==> config.mk <==
export PLATFORM = sky130hd
export DESIGN_NAME = sensor_hub_core
export DESIGN_NICKNAME = d
export VERILOG_FILES = /design/src/rtl/sensor_hub_pkg.sv /design/src/rtl/sensor_hub_tx_seq.sv /design/src/rtl/sensor_hub_core.sv
export SDC_FILE = /design/constraint.sdc
export NUM_CORES = 1
export LEC_CHECK = 0
export CAP_MARGIN = 20
export CORE_MARGIN = 4
export CORE_UTILIZATION = 52
export CTS_BUF_LIST = sky130_fd_sc_hd__clkbuf_8
export DETAILED_ROUTE_END_ITERATION = 10
export GPL_TIMING_DRIVEN = 0
export PLACE_DENSITY = 0.88
export RECOVER_POWER = 100
export SYNTH_ARGS = -nofsm -noshare
export SYNTH_HDL_FRONTEND = slang
export SYNTH_SLANG_ARGS = --single-unit
==> constraint.sdc <==
create_clock -name i_Clock -period 5.85 [get_ports i_Clock]
set_clock_uncertainty 0.2 [all_clocks]
set_input_delay 0.585 -clock i_Clock [delete_from_list [all_inputs] [get_ports i_Clock]]
set_output_delay 0.585 -clock i_Clock [all_outputs]
set_load 0.05 [all_outputs]
==> src/rtl/sensor_hub_pkg.sv <==
// Shared encodings for the sensor hub: FSM state codes, request opcodes,
// reply codes and the reply-buffer type handed from the core to the TX sequencer.
// Build option SENSOR_HUB_CHECKSUM_EN (see sensor_hub_core) widens replies by one XOR byte.
package sensor_hub_pkg;

   // FSM state codes; also the values exported on debug_state.
   localparam logic [3:0] ST_IDLE      = 4'd0;
   localparam logic [3:0] ST_RX_CMD    = 4'd1;
   localparam logic [3:0] ST_RX_SKIP   = 4'd2;
   localparam logic [3:0] ST_DECODE    = 4'd3;
   localparam logic [3:0] ST_SNS_START = 4'd4;
   localparam logic [3:0] ST_SNS_WAIT  = 4'd5;
   localparam logic [3:0] ST_TX_LOAD   = 4'd6;
   localparam logic [3:0] ST_TX_BUSY   = 4'd7;
   localparam logic [3:0] ST_TX_DONE   = 4'd8;

   // Command byte low nibble.
   localparam logic [3:0] OP_STATUS = 4'd3;
   localparam logic [3:0] OP_TEMP   = 4'd4;
   localparam logic [3:0] OP_HUM    = 4'd5;

   // First byte of every reply.
   localparam logic [7:0] RSP_OK      = 8'h00;
   localparam logic [7:0] RSP_HUM     = 8'h01;
   localparam logic [7:0] RSP_TEMP    = 8'h02;
   localparam logic [7:0] RSP_DTH_ERR = 8'h1F;
   localparam logic [7:0] RSP_CMD_ERR = 8'h2F;

   typedef logic [3:0][7:0] rsp_bytes_t;

   // Reply as handed to the TX sequencer; bytes[0] goes out first.
   typedef struct packed {
      logic [2:0] len;
      rsp_bytes_t bytes;
   } rsp_t;

   function automatic logic opcode_valid(input logic [3:0] op);
      return (op == OP_STATUS) || (op == OP_TEMP) || (op == OP_HUM);
   endfunction

endpackage

==> src/rtl/sensor_hub_tx_seq.sv <==
// Reply sequencer: latches a reply on load_i and feeds it byte by byte to uart_tx.
// Latency: tx_start_o rises one cycle after the load; next byte loads one cycle after tx_evt_i.
// Backpressure: start/data held until tx_busy_i; next byte only after tx_evt_i (rising edge of uart Done).
// Ports: clk_i/rst_i (sync, active high); load_i + rsp_i reply in; tx_evt_i/tx_busy_i from uart_tx;
//        tx_dat_o/tx_start_o to uart_tx; idle_o high when no reply is in flight; state_o for debug.
module sensor_hub_tx_seq
   import sensor_hub_pkg::*;
(
   input  logic       clk_i,
   input  logic       rst_i,
   input  logic       load_i,
   input  rsp_t       rsp_i,
   input  logic       tx_evt_i,
   input  logic       tx_busy_i,
   output logic [7:0] tx_dat_o,
   output logic       tx_start_o,
   output logic       idle_o,
   output logic [3:0] state_o
);

   logic [3:0] st_q, st_d;
   logic [1:0] idx_q, idx_d;
   rsp_t       buf_q, buf_d;
   logic [7:0] dat_q, dat_d;
   logic       start_q, start_d;

   always_comb begin
      st_d    = st_q;
      idx_d   = idx_q;
      buf_d   = buf_q;
      dat_d   = dat_q;
      start_d = start_q;
      case (st_q)
         ST_IDLE: begin
            if (load_i) begin
               buf_d = rsp_i;
               idx_d = 2'd0;
               st_d  = ST_TX_LOAD;
            end
         end
         ST_TX_LOAD: begin
            dat_d   = buf_q.bytes[idx_q];
            start_d = 1'b1;
            st_d    = ST_TX_BUSY;
         end
         ST_TX_BUSY: begin
            // uart_tx has taken the byte once it reports busy
            if (tx_busy_i) begin
               start_d = 1'b0;
               st_d    = ST_TX_DONE;
            end
         end
         ST_TX_DONE: begin
            if (tx_evt_i) begin
               idx_d = idx_q + 2'd1;
               if ({1'b0, idx_q} == buf_q.len - 3'd1) begin
                  st_d = ST_IDLE;
               end else begin
                  st_d = ST_TX_LOAD;
               end
            end
         end
         default: begin
            st_d    = ST_IDLE;
            start_d = 1'b0;
         end
      endcase
   end

   always_ff @(posedge clk_i) begin
      if (rst_i) begin
         st_q    <= ST_IDLE;
         idx_q   <= 2'd0;
         buf_q   <= '0;
         dat_q   <= 8'h00;
         start_q <= 1'b0;
      end else begin
         st_q    <= st_d;
         idx_q   <= idx_d;
         buf_q   <= buf_d;
         dat_q   <= dat_d;
         start_q <= start_d;
      end
   end

   assign tx_dat_o   = dat_q;
   assign tx_start_o = start_q;
   assign idle_o     = (st_q == ST_IDLE);
   assign state_o    = st_q;

endmodule

==> src/rtl/sensor_hub_core.sv <==
// Sensor hub: decodes {address, command} UART requests, reads one DHT11 channel, replies via uart_tx.
// Latency: command byte -> o_Dth_Start 3 cycles; o_Tx_Start 1 cycle after the reply is latched.
// Backpressure: one request at a time; bytes arriving during a read or reply are dropped, not queued.
// Ports: i_Clock/i_Reset (sync, active high); i_Rx_Data/i_Rx_Done from uart_rx; i_Tx_Busy/i_Tx_Done
//        and o_Tx_Data/o_Tx_Start to uart_tx; i_Dth_* / o_Dth_Start per channel; debug_state/debug_rx_Data.
// Build option: define SENSOR_HUB_CHECKSUM_EN to append an XOR-of-all-bytes trailer to every reply.
module sensor_hub_core
   import sensor_hub_pkg::*;
#(
   parameter logic [7:0]  ADDRESS     = 8'h00,
   parameter int          N_SENSORS   = 4,
   parameter logic [23:0] SNS_TIMEOUT = 24'd5_000_000,
   parameter logic [23:0] RX_TIMEOUT  = 24'd1_000_000
) (
   input  logic                   i_Clock,
   input  logic                   i_Reset,
   input  logic [7:0]             i_Rx_Data,
   input  logic                   i_Rx_Done,
   input  logic                   i_Tx_Busy,
   input  logic                   i_Tx_Done,
   input  logic [32*N_SENSORS-1:0] i_Dth_Data,
   input  logic [N_SENSORS-1:0]   i_Dth_Done,
   input  logic [N_SENSORS-1:0]   i_Dth_Error,
   output logic [7:0]             o_Tx_Data,
   output logic                   o_Tx_Start,
   output logic [N_SENSORS-1:0]   o_Dth_Start,
   output logic [3:0]             debug_state,
   output logic [7:0]             debug_rx_Data
);

   logic [3:0]           state_q, state_d;
   logic [23:0]          cnt_q, cnt_d;
   logic                 rx_d_q, tx_d_q;
   logic [7:0]           rx_byte_q, rx_byte_d;
   logic [7:0]           cmd_q, cmd_d;
   logic [N_SENSORS-1:0] sel_q, sel_d;
   logic [N_SENSORS-1:0] dth_start_q, dth_start_d;

   logic                 rx_evt, tx_evt;
   logic [N_SENSORS-1:0] cmd_oh;
   logic [31:0]          sel_data;
   logic                 done_hit, err_hit;
   rsp_t                 rsp;
   logic                 rsp_load;
   logic                 tx_idle;
   logic [3:0]           tx_state;

   assign rx_evt = i_Rx_Done & ~rx_d_q;
   assign tx_evt = i_Tx_Done & ~tx_d_q;

   // Channel index from the command, one-hot; all-zero means index out of range.
   always_comb begin
      cmd_oh = '0;
      for (int k = 0; k < N_SENSORS; k++) begin
         if (cmd_q[7:4] == 4'(k)) cmd_oh[k] = 1'b1;
      end
   end

   always_comb begin
      sel_data = '0;
      for (int k = 0; k < N_SENSORS; k++) begin
         if (sel_q[k]) sel_data = i_Dth_Data[32*k +: 32];
      end
   end

   // Only the selected channel can end the wait.
   assign done_hit = |(i_Dth_Done & sel_q);
   assign err_hit  = |(i_Dth_Error & sel_q);

   always_comb begin
      state_d     = state_q;
      cnt_d       = cnt_q;
      rx_byte_d   = rx_byte_q;
      cmd_d       = cmd_q;
      sel_d       = sel_q;
      dth_start_d = dth_start_q;
      rsp         = '0;
      rsp_load    = 1'b0;
      case (state_q)
         ST_IDLE: begin
            if (rx_evt) begin
               rx_byte_d = i_Rx_Data;
               cnt_d     = '0;
               state_d   = (i_Rx_Data == ADDRESS) ? ST_RX_CMD : ST_RX_SKIP;
            end
         end
         ST_RX_CMD: begin
            if (rx_evt) begin
               rx_byte_d = i_Rx_Data;
               cmd_d     = i_Rx_Data;
               state_d   = ST_DECODE;
            end else if (cnt_q == RX_TIMEOUT) begin
               state_d = ST_IDLE;
            end else begin
               cnt_d = cnt_q + 24'd1;
            end
         end
         ST_RX_SKIP: begin
            // Request for another board: swallow its command byte silently.
            if (rx_evt) begin
               rx_byte_d = i_Rx_Data;
               state_d   = ST_IDLE;
            end else if (cnt_q == RX_TIMEOUT) begin
               state_d = ST_IDLE;
            end else begin
               cnt_d = cnt_q + 24'd1;
            end
         end
         ST_DECODE: begin
            if (!opcode_valid(cmd_q[3:0]) || (cmd_oh == '0)) begin
               rsp.bytes[0] = RSP_CMD_ERR;
               rsp.len      = 3'd1;
               rsp_load     = 1'b1;
               state_d      = ST_TX_LOAD;
            end else begin
               sel_d   = cmd_oh;
               state_d = ST_SNS_START;
            end
         end
         ST_SNS_START: begin
            dth_start_d = sel_q;
            cnt_d       = '0;
            state_d     = ST_SNS_WAIT;
         end
         ST_SNS_WAIT: begin
            if (done_hit) begin
               case (cmd_q[3:0])
                  OP_TEMP: begin
                     rsp.bytes[0] = RSP_TEMP;
                     rsp.bytes[1] = sel_data[7:0];
                     rsp.bytes[2] = sel_data[15:8];
                     rsp.len      = 3'd3;
                  end
                  OP_HUM: begin
                     rsp.bytes[0] = RSP_HUM;
                     rsp.bytes[1] = sel_data[23:16];
                     rsp.bytes[2] = sel_data[31:24];
                     rsp.len      = 3'd3;
                  end
                  default: begin
                     // STATUS is the only other opcode that survives decode
                     rsp.bytes[0] = RSP_OK;
                     rsp.len      = 3'd1;
                  end
               endcase
               rsp_load    = 1'b1;
               dth_start_d = '0;
               state_d     = ST_TX_LOAD;
            end else if (err_hit || (cnt_q == SNS_TIMEOUT)) begin
               rsp.bytes[0] = RSP_DTH_ERR;
               rsp.len      = 3'd1;
               rsp_load     = 1'b1;
               dth_start_d  = '0;
               state_d      = ST_TX_LOAD;
            end else begin
               cnt_d = cnt_q + 24'd1;
            end
         end
         ST_TX_LOAD: begin
            // The sequencer owns the TX phases; wait here until it drains the reply.
            if (tx_idle) state_d = ST_IDLE;
         end
         default: begin
            state_d     = ST_IDLE;
            dth_start_d = '0;
         end
      endcase
`ifdef SENSOR_HUB_CHECKSUM_EN
      // Unused reply bytes are zero, so XOR over the first three covers every length.
      if (rsp_load) begin
         rsp.bytes[rsp.len[1:0]] = rsp.bytes[0] ^ rsp.bytes[1] ^ rsp.bytes[2];
         rsp.len                 = rsp.len + 3'd1;
      end
`endif
   end

   always_ff @(posedge i_Clock) begin
      if (i_Reset) begin
         state_q     <= ST_IDLE;
         cnt_q       <= '0;
         rx_d_q      <= 1'b0;
         tx_d_q      <= 1'b0;
         rx_byte_q   <= 8'h00;
         cmd_q       <= 8'h00;
         sel_q       <= '0;
         dth_start_q <= '0;
      end else begin
         state_q     <= state_d;
         cnt_q       <= cnt_d;
         rx_d_q      <= i_Rx_Done;
         tx_d_q      <= i_Tx_Done;
         rx_byte_q   <= rx_byte_d;
         cmd_q       <= cmd_d;
         sel_q       <= sel_d;
         dth_start_q <= dth_start_d;
      end
   end

   sensor_hub_tx_seq u_tx_seq (
      .clk_i      (i_Clock),
      .rst_i      (i_Reset),
      .load_i     (rsp_load),
      .rsp_i      (rsp),
      .tx_evt_i   (tx_evt),
      .tx_busy_i  (i_Tx_Busy),
      .tx_dat_o   (o_Tx_Data),
      .tx_start_o (o_Tx_Start),
      .idle_o     (tx_idle),
      .state_o    (tx_state)
   );

   assign o_Dth_Start   = dth_start_q;
   assign debug_rx_Data = rx_byte_q;
   // While replying, report the sequencer's fine-grained TX phase.
   assign debug_state   = (state_q == ST_TX_LOAD) ? tx_state : state_q;

endmodule

---- After elaboration in Yosys (flattened, before gate mapping) ----
Cells that the tools add are included.
storage, ports and cells
  flip-flop bits (word level) ............. 96
  output and inout bits ................... 25
  word-level logic and storage cells ...... 143
operators by class
  add/subtract/negate cells ............... 3
  order comparisons ....................... 1
  equality and inequality tests ........... 28
  mux-type cells .......................... 57
  bitwise gates (word level) .............. 9
  reduce and logical (&&, ||, !) cells .... 29
operators by type and width
  operator                                                            number
  32-bit 2-to-1 mux                                                   4
  24-bit 2-to-1 mux                                                   5
  24-bit case mux with 4 select lines                                 1
  4-bit 2-to-1 mux                                                    13
  16-bit 2-to-1 mux                                                   2
  16-bit case mux with 2 select lines                                 1
  4-bit by 3-bit == test with 1-bit output (second input constant)    7
  4-bit case mux with 7 select lines                                  1
  24-bit by 1-bit adder with 24-bit output (second input constant)    1
  24-bit by 20-bit == test with 1-bit output (second input constant)  1
  24-bit by 23-bit == test with 1-bit output (second input constant)  1
  4-bit by 2-bit == test with 1-bit output (second input constant)    5
  2-bit inequality test (second input constant)                       9
  8-bit binary-select mux with 2-bit select                           1
  4-bit logical NOT                                                   4
  4-bit case mux with 4 select lines                                  1
  8-bit case mux with 2 select lines                                  1
  4-bit case mux with 3 select lines                                  1
  2-bit AND reduction                                                 6
  1-bit 2-to-1 mux                                                    10
  2-bit 2-to-1 mux                                                    5
  5-bit 2-to-1 mux                                                    2
  3-bit AND reduction                                                 3
  4-bit bitwise AND                                                   2
  other kinds (26)                                                    40

---- Longest topological paths before layout ----
  depth after elaboration ................. 9
  depth in mapped cells ................... 10
  mapped depth without buffers ............ 8

---- By module ----
From an unflattened synthesis, not the netlist that was laid out.
unflattened totals
  cell total of the unflattened synthesis .. 783
  area, all modules ....................... 6014.5 µm²
modules (own cells, without submodules)
  module             instances  cells an instance  area an instance (µm²)  sequential area each (µm²)
  sensor_hub_core    1          543                3927.5                  1081.0
  sensor_hub_tx_seq  1          240                2087.0                  980.9

---- Worst setup path after synthesis ----
No wires, ideal clock.
  path type ............................... in2reg
  start point ............................. input port i_Dth_Done[0]
  end point ............................... register cnt_q[8]
  library setup time ...................... 0.070 ns
  arrival time ............................ 2.258 ns
  required time ........................... 5.580 ns
  path slack .............................. 3.322 ns
  cell stages on the path ................. 7
  path through ............................ a22o_1 a221oi_4 o211ai_4 a22o_1 buf_2 or4_1 a21oi_1
between the ends
  longest elaborated chain between the ends .. 4
RTL lines
  what                             RTL line                text
  start, declared                  sensor_hub_core.sv:22   input logic [N_SENSORS-1:0] i_Dth_Done,
  4-bit bitwise AND                sensor_hub_core.sv:67   assign done_hit = |(i_Dth_Done & sel_q);
  4-bit OR reduction               sensor_hub_core.sv:67
  2-bit inequality test (no line)  -
  6-bit AND reduction (no line)    -
  end signal, assigned             sensor_hub_core.sv:189  cnt_q <= cnt_d;
  end, declared                    sensor_hub_core.sv:32   logic [23:0] cnt_q, cnt_d;
No other way between the ends.
A chain may end at the register's enable or synchronous reset.

---- Worst setup path in the final report ----
  start point ............................. register state_q[2]
  end point ............................... output port debug_state[2]
between the ends
  longest elaborated chain between the ends .. 2
RTL lines
  what                                      RTL line                text
  start, declared                           sensor_hub_core.sv:31   logic [3:0] state_q, state_d;
  start signal, assigned                    sensor_hub_core.sv:188  state_q <= state_d;
  4-bit by 3-bit == test with 1-bit output  sensor_hub_core.sv:215  assign debug_state = (state_q == ST_TX_LOAD) ? tx_state : state_q;
  4-bit 2-to-1 mux *                        sensor_hub_core.sv:215
  end, declared                             sensor_hub_core.sv:27   output logic [3:0] debug_state,
Mark *: on every way between the ends. The rest lies on a longest branch, timed or not.

==> results.md <==
* CTS root buffer: clkbuf_8
* Initial Util at 0.5312
* Post-synth cell types at 58
* RePlAce Congestion at around 0.93
* Clock transition at path regs at 0.11 ns
* Max cap viols at 0
* Post-synth EDFFs at 0
* Synth Area per Inst at 7.981 um2
* Final slew viol count at 0
* Placed insts at 993
* Count of final hold-check violations at 0
* Core Region at 10,280 um2
* Worst setup margin at a little over 2 ns
* Die ar. at 12,200 um2
* CP startpoint: state_q[2]
* Worst-Skew Late Latency at approximately 0.37 ns
* Crit Path Max Fanout at 10
* Met1 GRT Util at 0.3910
* Syn-to-layout area delta at 37.91%
* Max_slew headroom at 0.3294
* CTS max path bufs at 2
* Worst hold path startpoint: u_tx_seq.buf_q[33]
* Synth async-reset ratio at 0
* Die X at 110.5 um
* DIE HEIGHT at 110.5 um
* Initial antenna violation count at 0
* Cell Area, Synth at 5459 um2
* Post-CTS Setup Bufs at 0
* Antenna-violating nets left at 0
* Detailed Routing Iterations Pass 1 at 7
* Post-synthesis sequential area ratio at 0.3337
* Port Buffer Count at ~170
* Worst stage delay on the critical path at 0.76 ns
* Critical Path RT at 5.07 ns
* Logic gate share of total power at 0.139
* Least-Margin Pin Slew at 0.9982 ns
* Vias/cell at 6.155
* Htree depth at 3
* Clock share of power at 0.363
* Pwr/cell area at 167.1 nW/um2
* RSZ-0062 raised after global routing: false
* Post-CTS Hold Fix Bufs at 0
* R2R depth at 9
* Wirelength per Cell at approximately 19 um
* Switching pwr at 0.3237 mW
* Design area at 7528 um2
* PostCTS Resize Cnt at 0
* Worst r2r dst: cnt_q[6]
* Hold slack at 0.2705 ns
* Ports at 174
* Final setup violation count at 0
* Yosys reg bits at 91
* DRT iter0 DRCs at approximately 550
* Vias in the first global route at roughly 6,000
* Yosys Warn Count at 0
* Most used flip-flop cell after synthesis: dfxtp_1
* Reg-to-reg slack, setup at between 2 and 3 ns
* CTS buffer count at 9
* Detail Placement HPWL at about 15,000 um
* Hold crit path type: reg -> reg
* Worst Path Buf+Inv at 2
* CP endpoint: debug_state[2]
* Met2 Use GR at 0.5077
* Fin crit period at 3.786 ns
* CP delay by family, top: buffers and inverters
* Fin Setup TNS at 0 ns
* Antenna cells at 0
* First-pass GRT wire length at a little over 30,000 um
* Flop pwr share at 0.497
* Place WS at around 2.6 ns
* DRC Markers at 0
* Met3 usage at 0.06082
* Cell row count at 37
* Non-Filler Instances at 1,009
* CTS Sinks at 91
* Critical path depth at 5
* Total power at about 1.3 mW
* P_leak at 2.529 nW
* Slowest CP cell: dlygate4sd3_1
* Cell-internal power at roughly 0.93 mW
* Share of layout cells above drive strength 1 at 0.04582
* GRT overflow at 0
* Reg2reg start: sel_q[1]
* Largest net degree at the start of global routing at 18
* Element type at the critical path end: output port
* Gr busiest metal: met2
* Switching part of the total at 0.2572
* Synthesized Nets at 836
* CP cell instances: clkbuf_1 -> nand2b_1 -> nor3b_1 -> mux2_2 -> dlygate4sd3_1
* Outcome: finished clean
* Total via count in the routed design at ~6,200
* Period utilisation layout at 0.6472
* Post-Synthesis Cells at 684
* Aggregate global-route resource usage at 0.3033
* Final wirelength at 19,290 um
* WP data arrival at 3.00 ns
* Peak Freq at 264.1 MHz
* Critical setup path kind: reg -> out
* CP startpoint kind: register
* Final nets at 1,020
* Placed cell areas at 7361 um2
* CTS tree: built
* Peak VDD IR at 0.1370 mV
* Final core occ at 0.7325
## cell usage after synthesis (all sizes together) (12+ instances only)
cell	instances	area [um2]
o31ai	12	90.09
or4	16	120.1
dfxtp	91	1822
nand3	16	80.08
nor2b	15	93.84
o21ai	56	280.3
nand2	85	319.1
a21oi	40	200.2
mux2i	40	400.4
clkbuf	43	161.4
a2bb2oi	16	140.1
nor2	53	198.9
buf	12	65.06
a22oi	54	405.4
mux2	17	191.4
## cells in the final DEF, fill, tap and decap left out, types with 4 or more instances in the layout
cell type and instances:
dlygate4sd3_1 27, nor2b_1 15, o211ai_1 5, or4_1 16, mux2_2 17, nand4_1 9, nor3_1 7, nor3b_1 4
and2_1 5, nand2_1 85, or3_1 9, a2bb2oi_1 16, dfxtp_1 91, clkbuf_8 9, a21oi_1 40, clkdlybuf4s50_1 146
o221ai_1 6, nor2_1 53, o21ai_0 54, nand2b_1 8, o31ai_1 12, inv_1 6, nand3_1 16, nor4_1 6
and3_1 4, buf_2 4, o21a_1 4, clkbuf_1 49, a22oi_1 54, mux2i_1 40
## power by group through the flow
stage / registers [mW] / clock network (mW) / logic, mW
global route: 0.626 / 0.488 / 0.185
CTS: 0.626 / 0.457 / 0.176
floorplan: 0.648 / 0 / 0.0415
global placement: 0.640 / 0 / 0.172
finish: 0.626 / 0.457 / 0.175
detailed placement: 0.640 / 0 / 0.175
## per-layer routing
| layer | vias up | share of wire |
|---|---|---|
| met5 | - | 0 |
| met4 | 0 | 0.026 |
| met1 | 2887 | 0.41 |
| met3 | 47 | 0.091 |
| met2 | 356 | 0.48 |
| li1 | 2920 | - |
## cell families (layout without fill, tap and decap cells)
logic type | Yosys count | after routing | synth area share
fa+ha+maj | 3 | 3 | 0.006877
mux | 57 | 57 | 0.1084
xor+xnor | 2 | 2 | 0.003209
compound gates | 217 | 217 | 0.2698
other cells | 1 | 1 | 0.0006869
buf+inv | 61 | 250 | 0.04561
flops | 91 | 91 | 0.3337
simple gates | 252 | 252 | 0.2317
## final cells by class
| class | instances | area, um2 |
|---|---|---|
| Buffer | 55 | 219.0 |
| Multi-Input combinational cell | 532 | 3357 |
| Clock buffer | 9 | 123.9 |
| Fill cell | 822 | 2749 |
| Tap cell | 136 | 170.2 |
| Clock inverter | 7 | 82.58 |
| Sequential cell | 91 | 1822 |
| Inverter | 6 | 22.52 |
| Timing Repair Buffer | 173 | 1732 |
## how the worst min path moves through the flow
| stage | end | cells past startpoint | slack [ns] |
|---|---|---|---|
| final | u_tx_seq.buf_q[33] | 2 | 0.27 |
| after global routing | u_tx_seq.buf_q[33] | 2 | 0.30 |
| after CTS | u_tx_seq.buf_q[12] | 2 | 0.27 |
| after detailed placement | u_tx_seq.buf_q[12] | 2 | 0.25 |
| after global placement | u_tx_seq.buf_q[14] | 2 | 0.24 |
| after floorplan | u_tx_seq.buf_q[3] | 1 | 0.23 |
## flip-flops by register name, indices dropped and copies added, names as in the netlist, 2 cells and up
signal	flops
cmd_q	8
u_tx_seq.state_o	3
u_tx_seq.buf_q	23
u_tx_seq.idx_q	2
u_tx_seq.tx_dat_o	8
sel_q	4
o_Dth_Start	4
state_q	4
cnt_q	24
debug_rx_Data	8
## worst register-to-register path, delay by kind of cell, from the launching register on
family,cells,cell delay [ns]
buf+inv,3,0.67
compound gates,6,1.99
flops,1,0.32
Note: power is estimated with default switching activity, not from simulation.
